[src/rtl/hazard_fwd_unit.sv]
// Hazard detection and forwarding control: shadow EX/MEM destination records drive stall and mux selects.
// Optional stall_cnt performance counter is enabled by defining HAZARD_PERF_EN.
module hazard_fwd_unit #(
    parameter int REG_AW = 5
) (
    input  logic              clk,
    input  logic              rst,
    input  logic              id_valid,
    input  logic [REG_AW-1:0] id_rs,
    input  logic [REG_AW-1:0] id_rt,
    input  logic              id_use_rs,
    input  logic              id_use_rt,
    input  logic              id_branch,
    input  logic              id_regwrite,
    input  logic              id_memtoreg,
    input  logic [REG_AW-1:0] id_rd,
    input  logic              flush,
    output logic              stall,
    output logic [1:0]        fwd_a_ex,
    output logic [1:0]        fwd_b_ex,
    output logic              fwd_a_id,
    output logic              fwd_b_id
`ifdef HAZARD_PERF_EN
    ,
    output logic [31:0]       stall_cnt
`endif
);

    typedef struct packed {
        logic              valid;
        logic              regwrite;
        logic              memtoreg;
        logic [REG_AW-1:0] rd;
    } rec_t;

    // The WB record is not kept: the register file is write-before-read, and the
    // MEM/WB forward for EX is decided one cycle earlier from the MEM record.
    rec_t       ex_q, ex_d, mem_q;
    logic [1:0] fwd_a_ex_q, fwd_a_ex_d;
    logic [1:0] fwd_b_ex_q, fwd_b_ex_d;

    logic ex_a, ex_b, mem_a, mem_b;
    logic haz_a, haz_b, issue;

    function automatic logic writes(input rec_t rec, input logic [REG_AW-1:0] r);
        return rec.valid && rec.regwrite && (rec.rd == r) && (r != '0);
    endfunction

    always_comb begin
        ex_a  = writes(ex_q, id_rs);
        ex_b  = writes(ex_q, id_rt);
        mem_a = writes(mem_q, id_rs);
        mem_b = writes(mem_q, id_rt);

        // Loads in EX block everyone; branches also wait on any EX result and on loads in MEM.
        haz_a = id_use_rs && ((ex_a && (ex_q.memtoreg || id_branch)) ||
                              (id_branch && mem_a && mem_q.memtoreg));
        haz_b = id_use_rt && ((ex_b && (ex_q.memtoreg || id_branch)) ||
                              (id_branch && mem_b && mem_q.memtoreg));
        stall = id_valid && !flush && (haz_a || haz_b);

        fwd_a_id = id_branch && mem_a && !mem_q.memtoreg;
        fwd_b_id = id_branch && mem_b && !mem_q.memtoreg;

        issue = id_valid && !flush && !stall;

        ex_d = '0;
        fwd_a_ex_d = 2'b00;
        fwd_b_ex_d = 2'b00;
        if (issue) begin
            ex_d.valid    = 1'b1;
            ex_d.regwrite = id_regwrite;
            ex_d.memtoreg = id_memtoreg;
            ex_d.rd       = id_rd;
            fwd_a_ex_d    = ex_a ? 2'b01 : (mem_a ? 2'b10 : 2'b00);
            fwd_b_ex_d    = ex_b ? 2'b01 : (mem_b ? 2'b10 : 2'b00);
        end
    end

    always_ff @(posedge clk or posedge rst) begin
        if (rst) begin
            ex_q       <= '0;
            mem_q      <= '0;
            fwd_a_ex_q <= 2'b00;
            fwd_b_ex_q <= 2'b00;
        end else begin
            ex_q       <= ex_d;
            mem_q      <= ex_q;
            fwd_a_ex_q <= fwd_a_ex_d;
            fwd_b_ex_q <= fwd_b_ex_d;
        end
    end

    assign fwd_a_ex = fwd_a_ex_q;
    assign fwd_b_ex = fwd_b_ex_q;

`ifdef HAZARD_PERF_EN
    logic [31:0] stall_cnt_q;

    always_ff @(posedge clk or posedge rst) begin
        if (rst) begin
            stall_cnt_q <= '0;
        end else if (stall) begin
            stall_cnt_q <= stall_cnt_q + 32'd1;
        end
    end

    assign stall_cnt = stall_cnt_q;
`endif

endmodule

[config.mk]
export PLATFORM = sky130hd
export DESIGN_NAME = hazard_fwd_unit
export DESIGN_NICKNAME = d
export VERILOG_FILES = /design/src/rtl/hazard_fwd_unit.sv
export SDC_FILE = /design/constraint.sdc
export NUM_CORES = 1
export LEC_CHECK = 0
export CAP_MARGIN = 20
export CORE_MARGIN = 8
export CORE_UTILIZATION = 41
export CTS_CLUSTER_DIAMETER = 30
export DETAILED_ROUTE_END_ITERATION = 10
export GPL_ROUTABILITY_DRIVEN = 0
export PLACE_DENSITY_LB_ADDON = 0.08
export SLEW_MARGIN = 30
export SYNTH_ARGS = -nofsm -noshare
export SYNTH_HDL_FRONTEND = slang
export SYNTH_SLANG_ARGS = --single-unit
[constraint.sdc]
create_clock -name clk -period 1.5 [get_ports clk]
set_input_delay 0.3 -clock clk [delete_from_list [all_inputs] [get_ports clk]]
set_output_delay 0.3 -clock clk [all_outputs]
set_load 0.02 [all_outputs]
======== Word level (Yosys, flattened, before mapping) ========
Index checks and enable logic that the tools add are counted.
storage, ports and cells
  input bits .............................. 24
  logic and storage cells ................. 53
  register bits ........................... 20
  output and inout bits ................... 7
cells by class
  reduce and logical (&&, ||, !) cells .... 32
  eq/ne operators ......................... 4
  multiplexer cells ....................... 7
operator list
  operator             number
  1-bit logical AND    23
  5-bit equality test  4
  2-bit 2-to-1 mux     6
  5-bit nonzero test   2
  8-bit 2-to-1 mux     1
  1-bit logical OR     4
  1-bit zero test      3

======== Depth between registers and ports, before layout ========
  depth in word-level cells ............... 12
  mapped depth ............................ 6
  mapped depth without buffers ............ 5

======== Worst setup path after synthesis ========
No wires, ideal clock.
  path kind ............................... reg2out
  from .................................... reg ex_q[3] (netlist name)
  to ...................................... out stall
  stages on the path, launching flop included .. 6
  required time ........................... 1.200 ns
  buffers on the path ..................... 0
  path slack .............................. -0.131 ns
  arrival time ............................ 1.331 ns
  path through ............................ dfrtp_1 -> xnor2_1 -> o221a_2 -> nand4_1 -> o22ai_2 -> o21a_1
between the ends
  longest elaborated chain between the ends .. 8
  elaborated cells between the ends (all ways) .. 14
  classes of those cells .................. eq/ne: 2; reduce/logical: 12
RTL lines
  element                               line    source
  start, declared                       38      rec_t ex_q, ex_d, mem_q;
  start signal, assigned                82      ex_q <= '0;
  start signal, assigned                87      ex_q <= ex_d;
  5-bit equality test                   46      return rec.valid && rec.regwrite && (rec.rd == r) && (r != '0);
  1-bit logical AND (2 in a row)        46
  1-bit logical AND (on tied branches)  56, 58
  1-bit logical OR (on tied branches)   56, 58
  1-bit logical AND (on tied branches)  56, 58
  1-bit logical OR (*)                  60      stall = id_valid && !flush && (haz_a || haz_b);
  1-bit logical AND (*)                 60
  end, declared                         18      output logic stall,
Every way passes the cells marked *; elsewhere a longest branch is shown, timed or not.

======== Worst setup path after layout ========
Same ends and word-level chain as after synthesis.

==> metrics.csv <==
metric;value;unit
Worst EP required;1200;ps
P&R area growth vs syn;56.1;%
Crit Path Max Fanout;3;
Cell Area, Placed;1430;um^2
RSZ-0062 raised after global routing;true;
status;finished with violations;
Avg Cell Area, Syn;10.3;um^2
Total GRT Usage;13.5;%
die area;4350;um^2
CP Class;reg -> out;
Reg clk slew, reported paths;110;ps
core footprint;2410;um^2
failing checks;setup timing;
CP Cell Sequence;xnor2_2 -> o221a_4 -> nand4_1 -> o22ai_2 -> o21a_2 -> buf_6;
Hold WS;318;ps
crit path time final;2060;ps
Arr. time, crit path;1760;ps
routed vias;899;
worst rel slew slack;83.4;%
Pre-antenna DRT Iters;4;
total power;1.06;mW
R2R Setup Slk;-330;ps
total CTS buffers;3;
skew final;6.96;ps
share of layout cells above drive strength 1;33.3;%
Sink Count;20;
PortBufs;30;
Slew Limit Fails;0;
Max Root-Sink Buffers;2;
post-layout instance area;1600;um^2
Seq/Total Area, Yosys;49.0;%
synth unique cells;25;
vias in the first global route;987;
area of the multi-input gates;554;um^2
Slew @ Worst Pin;247;ps
top cell type by total area after synthesis;dfrtp_1;
Total Wirelength;2590;um
Placed Cells incl. Taps;168;
Syn Nets;123;
DRC violations left;0;
first-pass GRT wire length;4470;um
worst r2r dst;fwd_a_ex[1];
largest net degree at the start of global routing;21;
DP Worst Slack;-1160;ps
worst hold-check path type;in -> async;
CP peak stage delay;450;ps
initial cell density of the core;42.4;%
wire per inst;14.6;um
CP max stage cell;dfrtp_1;
CTS tree;yes;
setup violators final;15;
Final period util;137;%
initial antenna violation count;0;
final core occ;66.2;%
Synth Cell Area;1020;um^2
share of Yosys cell area claimed by the top area cell type;49.0;%
setup ws final;-557;ps
Post-Syn Instances;99;
max-cap viol count;0;
FF-to-FF Start;ex_q[1];
FF+latch count, synth;20;
FP Rows;18;
DR iter-0 viols;27;
leakage;0.734;nW
Max IR drop VDD;0.000651;V
clk_lat worst skew;310;ps
Die Ht;65.9;um
CP startpoint kind;register;
Reg2Reg Depth;8;
Die Width;65.9;um
io pins;31;
Ys Warns;0;
Storage cell area;500;um^2
fin cells;177;
Crit. End Element;output pin;
Routed Antenna Nets;0;
routed vias/inst;5.08;
final net count;172;
Root Driver;clkbuf_4;
H-tree depth;1;
power per cell area;665;nW/um^2
ANT cells;0;
TNS Setup;-2990;ps
largest cells by area after synthesis;dfrtp_1 (49%), xor2_1 (6.9%), nor3_1 (4.4%);
final hold vios;0;
Peak Freq;486;MHz
post-DP HPWL;1960;um
global route total overflow;0;
FILL cells;206;
critical path: cells and delay by family (launching register included):
kind / cells / cell delay [ps]
AOI/OAI and AO/OA: 3 / 570
xor gates and xnor gates: 1 / 160
buffers and inverters: 1 / 110
DFF: 1 / 450
and+or+nand+nor: 1 / 160
logic make-up after synthesis:
| logic type | share of synthesized area [%] |
|---|---|
| xor gates and xnor gates | 10.3 |
| AOI/OAI and AO/OA | 12.6 |
| DFF | 49.0 |
| and+or+nand+nor | 22.6 |
| buffers and inverters | 5.51 |
cells in the final DEF, fill, tap and decap left out, types with 3 or more instances in the layout:
cell type and count:
xnor2_1 3, nor2_1 5, a221oi_2 4, buf_4 11
xor2_1 8, dlygate4sd2_1 14, nand4_1 3, clkdlybuf4s50_1 13
dfrtp_1 20, inv_1 6, nor3_1 8, buf_6 9
clkbuf_4 3, nand2_1 11
how the worst max path moves through the flow:
stage	start	end	slack, ps	depth (start not counted)
6_report	ex_q[3]	stall	-560	6
5_1_grt	ex_q[1]	stall	-670	6
4_1_cts	ex_q[3]	stall	-540	6
3_5_place_dp	id_rs[1]	stall	-1160	7
3_3_place_gp	id_rs[1]	stall	-1160	7
2_1_floorplan	mem_q[0]	stall	-80	4
where the power goes:
group	internal, mW	switching [mW]	total [mW]
Combinational	0.0966	0.0798	0.176
Sequential	0.556	0.0147	0.571
Clock	0.148	0.166	0.314
Total	0.801	0.260	1.06
state kept, by name, indices dropped and copies added, names as in the netlist:
register	count
ex_q	8
mem_q	8
fwd_a_ex	2
fwd_b_ex	2
synth_stat cells (all sizes together):
library cell  count
buf               3
nand2            11
nand4             4
o21ai             2
nor2b             1
nand3             2
a221oi            4
xnor2             4
nor2              7
nand2b            1
xor2              8
nor4              3
or2b              1
o221a             4
or3b              2
inv               8
nor3             11
o21a              1
dfrtp            20
o22ai             2
per-layer routing:
metal | global-route usage (%) | vias up | part of all wire, %
met1 | 16.4 | 421 | 44
met2 | 21.4 | 30 | 48
li1 | - | 443 | -
met5 | 0 | - | 0
met4 | 8.00 | 0 | 2.6
met3 | 2.71 | 5 | 5.4
layout make-up:
type	instances	share of cell area (%)
Clock buffer	4	2.27
Inverter	8	1.88
Multi-Input combinational cell	68	34.7
Sequential cell	20	31.4
Tap cell	30	2.35
Timing Repair Buffer	47	27.4
what timing repair did:
action                     CTS  global route
hold buffers                 0             0
gates resized for setup     51             6
setup buffers               18             1
setup endpoints to repair   19            15
pin swaps                   17             7
Note: power is estimated with default switching activity, not from simulation.
